--- src/rtl/shift_issue_ctrl.sv ---
// shift_issue_ctrl: issue/retire stage around a 1-cycle registered barrel shifter.
// Accepts shift commands over valid/ready, drives the shifter inputs combinationally,
// tracks the single in-flight op and queues tagged results in a small FIFO.
// Ports:
//   i_clk, i_rst_n                    clock, async active-low reset
//   i_valid/o_ready, i_op, i_data,
//   i_shamt, i_tag                    upstream command handshake and payload
//   o_sh_*                            shifter inputs (zero when idle or reserved op)
//   i_sh_result                       shifter output, one cycle after drive
//   o_valid/i_ready, o_result, o_tag,
//   o_err, o_level                    result FIFO head, handshake and occupancy
// DEPTH must be a power of two and at least 2.
module shift_issue_ctrl #(
  parameter int unsigned TAG_W = 4,
  parameter int unsigned DEPTH = 2
) (
  input  logic                     i_clk,
  input  logic                     i_rst_n,
  input  logic                     i_valid,
  output logic                     o_ready,
  input  logic [1:0]               i_op,
  input  logic [31:0]              i_data,
  input  logic [4:0]               i_shamt,
  input  logic [TAG_W-1:0]         i_tag,
  output logic                     o_sh_signed,
  output logic                     o_sh_shift_left,
  output logic [4:0]               o_sh_shift_amt,
  output logic [31:0]              o_sh_data,
  input  logic [31:0]              i_sh_result,
  output logic                     o_valid,
  input  logic                     i_ready,
  output logic [31:0]              o_result,
  output logic [TAG_W-1:0]         o_tag,
  output logic                     o_err,
  output logic [$clog2(DEPTH):0]   o_level
);

  localparam int unsigned PTR_W = $clog2(DEPTH);
  localparam int unsigned LVL_W = PTR_W + 1;
  localparam int unsigned CRD_W = LVL_W + 1;

  typedef struct packed {
    logic [31:0]      result;
    logic [TAG_W-1:0] tag;
    logic             err;
  } entry_t;

  logic             accept;
  logic             push;
  logic             pop;
  logic             flag;
  logic [TAG_W-1:0] tag_q;
  logic             err_q;
  logic [PTR_W-1:0] wr_ptr;
  logic [PTR_W-1:0] rd_ptr;
  logic [LVL_W-1:0] count;
  logic [CRD_W-1:0] credit;
  entry_t           push_entry;
  entry_t           mem [DEPTH];

  assign o_valid = (count != '0);
  assign pop     = o_valid & i_ready;
  assign push    = flag;
  assign o_level = count;

  // Slots committed after this edge: queued + in flight - leaving now.
  // pop implies count >= 1, so no underflow.
  assign credit  = CRD_W'(count) + CRD_W'(flag) - CRD_W'(pop);
  assign o_ready = (credit < CRD_W'(DEPTH));
  assign accept  = i_valid & o_ready;

  // Shifter drive; held at zero when nothing legal is being issued.
  always_comb begin
    o_sh_data       = '0;
    o_sh_shift_amt  = '0;
    o_sh_shift_left = 1'b0;
    o_sh_signed     = 1'b0;
    if (accept && (i_op != 2'b11)) begin
      o_sh_data       = i_data;
      o_sh_shift_amt  = i_shamt;
      o_sh_shift_left = (i_op == 2'b00);
      o_sh_signed     = (i_op == 2'b10);
    end
  end

  // In-flight tracker: flag is high exactly in the cycle the shifter result is due.
  always_ff @(posedge i_clk or negedge i_rst_n) begin
    if (!i_rst_n) begin
      flag  <= 1'b0;
      tag_q <= '0;
      err_q <= 1'b0;
    end else begin
      flag <= accept;
      if (accept) begin
        tag_q <= i_tag;
        err_q <= (i_op == 2'b11);
      end
    end
  end

  // Reserved ops still take a slot so ordering is preserved; their result is forced to 0.
  always_comb begin
    push_entry.result = err_q ? 32'h0 : i_sh_result;
    push_entry.tag    = tag_q;
    push_entry.err    = err_q;
  end

  // Storage needs no reset: the head is masked by o_valid.
  always_ff @(posedge i_clk) begin
    if (push) mem[wr_ptr] <= push_entry;
  end

  // Pointers wrap naturally because DEPTH is a power of two.
  always_ff @(posedge i_clk or negedge i_rst_n) begin
    if (!i_rst_n) begin
      wr_ptr <= '0;
      rd_ptr <= '0;
      count  <= '0;
    end else begin
      if (push) wr_ptr <= wr_ptr + PTR_W'(1);
      if (pop)  rd_ptr <= rd_ptr + PTR_W'(1);
      case ({push, pop})
        2'b10:   count <= count + LVL_W'(1);
        2'b01:   count <= count - LVL_W'(1);
        default: count <= count;
      endcase
    end
  end

  // Head presentation, zero while empty.
  always_comb begin
    o_result = '0;
    o_tag    = '0;
    o_err    = 1'b0;
    if (o_valid) begin
      o_result = mem[rd_ptr].result;
      o_tag    = mem[rd_ptr].tag;
      o_err    = mem[rd_ptr].err;
    end
  end

  a_level_bound: assert property (@(posedge i_clk) disable iff (!i_rst_n)
    count <= LVL_W'(DEPTH));

  a_no_push_full: assert property (@(posedge i_clk) disable iff (!i_rst_n)
    !(push && (count == LVL_W'(DEPTH))));

  a_credit_stall: assert property (@(posedge i_clk) disable iff (!i_rst_n)
    !(((CRD_W'(count) + CRD_W'(flag)) == CRD_W'(DEPTH)) && !pop && o_ready));

endmodule
--- config.mk ---
export PLATFORM = sky130hd
export DESIGN_NAME = shift_issue_ctrl
export DESIGN_NICKNAME = d
export VERILOG_FILES = /design/src/rtl/shift_issue_ctrl.sv
export SDC_FILE = /design/constraint.sdc
export NUM_CORES = 1
export LEC_CHECK = 0
export BUFFER_PORTS_ARGS = -buffer_cell sky130_fd_sc_hd__buf_4
export CAP_MARGIN = 40
export CORE_MARGIN = 2
export CORE_UTILIZATION = 48
export CTS_CLUSTER_SIZE = 20
export DETAILED_ROUTE_END_ITERATION = 8
export HOLD_SLACK_MARGIN = 0.08
export PLACE_DENSITY = 0.8
export SETUP_SLACK_MARGIN = 0.15
export SYNTH_ARGS = -nofsm -noshare
export SYNTH_HDL_FRONTEND = slang
export SYNTH_SLANG_ARGS = --single-unit
--- constraint.sdc ---
create_clock -name i_clk -period 3.6 [get_ports i_clk]
set_input_delay 0 -clock i_clk [delete_from_list [all_inputs] [get_ports i_clk]]
set_output_delay 0 -clock i_clk [all_outputs]
set_load 0.01 [all_outputs]
==> flow_summary.json <==
{
  "fill_cells": 489,
  "syn_nets": 359,
  "rsz0062_at_grt": "false",
  "synth.distinct_cells": 30,
  "skew_ns": 0.0112,
  "synthArstFlopShare": 0.119,
  "pin_count": 159,
  "worst_slack_ns": 0.852,
  "area_delta_synth_final_pct": 50.0,
  "relSlewSlack": 0.713,
  "ys_seq_elements": 84,
  "h-tree-depth": 3,
  "ys.flop_type": "edfxtp_1",
  "power_leakage_uw": 0.00255,
  "post-route-min-period_ns": 2.75,
  "syn_area_per_cell_um2": 13.8,
  "cts.reportedPaths.clkPinSlew_ns": 0.08,
  "setup_viol": 0,
  "row_count": 32,
  "fin_crit_sh": 0.763,
  "grt_overflow": 0,
  "stdcell_count": 582,
  "startpoint_type": "flip-flop",
  "start_util": 0.497,
  "synth.cell_area_mm2": 0.00384,
  "crit_required_ns": 3.60,
  "wire_per_inst_um": 16.3,
  "drt-total-wl_um": 9460,
  "grt.total_usage": 0.222,
  "regArea_mm2": 0.00247,
  "seq_area_frac_synth": 0.643,
  "cts_made_buffers": 9,
  "critPathArrivalTime_ns": 2.75,
  "cts_tree": "done",
  "outcome": "completed",
  "ir_drop_mv": 0.549,
  "hold_class": "in2reg",
  "drive_above_1_share": 0.435,
  "critical_path_class": "reg2out",
  "worstPathMaxFanout": 38,
  "dieArea_mm2": 0.00874,
  "cts_resized": 0,
  "core_mm2": 0.00773,
  "cts_setup_buffers": 0,
  "dpl.cell_count": 527,
  "multiInputGateArea_mm2": 0.00126,
  "synth_edf_count": 74,
  "dieHeight_um": 93.5,
  "power_density_mw_per_mm2": 718,
  "end_kind": "output port",
  "clock_latency_ns": 0.34,
  "cap_violations": 0,
  "syn_inst": 278,
  "timing.fmax_mhz": 364,
  "grt_max_degree": 39,
  "cts_root_buffer": "clkbuf_8",
  "nNetsFinal": 556,
  "die_x_um": 93.5,
  "antenna_found_initial": 0,
  "cts_buffer_depth": 2,
  "cts_num_sinks": 84,
  "final_hold_viol_count": 0,
  "first_pass_iters": 5,
  "ys_warn_count": 0,
  "drt-initial-drc-count": 64,
  "drc": 0,
  "grt_pass1_vias": 3019,
  "grt_pass1_wl_um": 14500,
  "via_per_inst": 4.93,
  "post-place-ws_ns": 1.22,
  "port-buffer-count": 158,
  "dp_hpwl_um": 6510,
  "fin_tns_setup_ns": 0,
  "vias": 2868,
  "n_antenna_cell": 0,
  "r2r_slack_ns": 1.18,
  "routabilityCongestion": 0.818,
  "slew_violations": 0,
  "postRouteAntennaNets": 0,
  "worst_slew_pin_slew_ns": 0.430
}
==> layer usage <==
metal,wire [um],part of all wire,GRT usage
met1,3340,0.35,0.222
met2,5350,0.57,0.441
met3,542,0.057,0.0355
met4,231,0.024,0.102
met5,0,0,0
==> through the flow <==
stage | util | power [uW] | hold WS, ns | area, um^2
3_5_place_dp | 0.666 | 3380 | -0.164 | 5140
6_report | 0.746 | 4140 | 0.164 | 5760
3_3_place_gp | 0.658 | 3290 | -0.167 | 5080
2_1_floorplan | - | 2560 | -0.296 | 3840
5_1_grt | 0.746 | 4380 | 0.163 | 5760
4_1_cts | 0.746 | 4170 | 0.150 | 5760
==> Yosys cell counts (2+ instances only) <==
cell | number | area share
and2_1 | 18 | 0.029
and2_4 | 20 | 0.046
buf_1 | 3 | 0.0029
buf_2 | 5 | 0.0065
buf_6 | 2 | 0.0059
buf_8 | 2 | 0.0078
clkbuf_1 | 5 | 0.0049
dfrtp_1 | 10 | 0.065
edfxtp_1 | 74 | 0.58
inv_1 | 3 | 0.0029
mux2_4 | 4 | 0.016
mux2i_1 | 37 | 0.096
nand2_1 | 3 | 0.0029
nor2_1 | 40 | 0.039
nor2b_1 | 33 | 0.054
o21ai_0 | 2 | 0.0026
xnor2_1 | 2 | 0.0046
xor2_1 | 3 | 0.0068
==> where the power goes <==
part           switching [uW]  leakage [uW]  internal, uW  total [uW]
sequential                123      0.000801          1320        1440
clock                     303      0.000115           455         758
combinational             958       0.00163           981        1940
total                    1380       0.00255          2760        4140
==> layout make-up <==
type                       count  share of cell area
sequential                    84               0.429
timing repair buffer         203               0.288
multi-input combinational    174               0.219
clock buffer                  10              0.0221
tap                          102              0.0221
clock inverter                 6              0.0178
inverter                       3             0.00195
==> flip-flops by register name (all words and copies together) (netlist names) <==
signal / count
wr_ptr: 1
flag: 1
o_level: 2
err_q: 1
mem: 74
tag_q: 4
rd_ptr: 1
==> final timing paths <==
| check | cells after the start | startpoint | end |
|---|---|---|---|
| max | 10 | o_level[1] | o_sh_data[5] |
| max reg2reg | 8 | o_level[1] | tag_q[3] |
| max in group asynchronous | 3 | i_rst_n | rd_ptr |
| min reg2reg | 0 | tag_q[1] | mem[1][2] |
| min in group asynchronous | 3 | i_rst_n | o_level[1] |
| min | 2 | i_valid | flag |
==> cell families (layout without fill, tap and decap cells) <==
logic type,Yosys count,count (layout),share of synthesized area
AND/OR/NAND/NOR,121,121,0.185
flip-flops,84,84,0.643
multiplexers,41,41,0.112
buffers and inverters,20,222,0.0309
AO/OA/AOI/OAI,5,5,0.00912
XOR/XNOR,5,5,0.0114
adder cells (fa/ha/maj),2,2,0.00847
==> critical path, stage by stage (launching register included) <==
cell and delay [ns]:
dfrtp_1 0.50, nor2_2 0.14, inv_1 0.06, nand2_1 0.11, nor2_1 0.07, fa_1 0.42, xnor2_1 0.21, and4_1 0.22
buf_4 0.30, and2_1 0.23, buf_4 0.14
==> cell usage in the layout, fill, tap and decap left out <==
master         count
clkbuf_1           1
o211ai_1           1
fa_1               1
nor3b_1            1
buf_4            161
and2_4            20
and4_1             1
dlygate4sd3_1     39
nor2_2             1
dfrtp_1            9
or2_2              1
and2_1            17
o21a_1             1
clkinv_1           2
nor2_1            39
clkbuf_8           9
ha_1               1
inv_1              3
o21ba_2            1
clkinv_2           1
xor2_1             3
mux2_4             4
and2_2             2
nand3b_1           1
nor2b_1           32
o21ai_0            2
edfxtp_1          74
and3_1             1
bufinv_16          3
buf_12             3
and3b_2            1
dfrtp_2            1
mux2i_1           37
nor2b_4            1
xnor2_1            2
nand2_1            3
==> timing repair <==
action | in CTS | in global routing
setup endpoints to repair | 0 | 0
endpoints found under the hold margin | 81 | 0
hold buffers | 39 | 0
No activity file was read; power rests on OpenSTA's default activity.
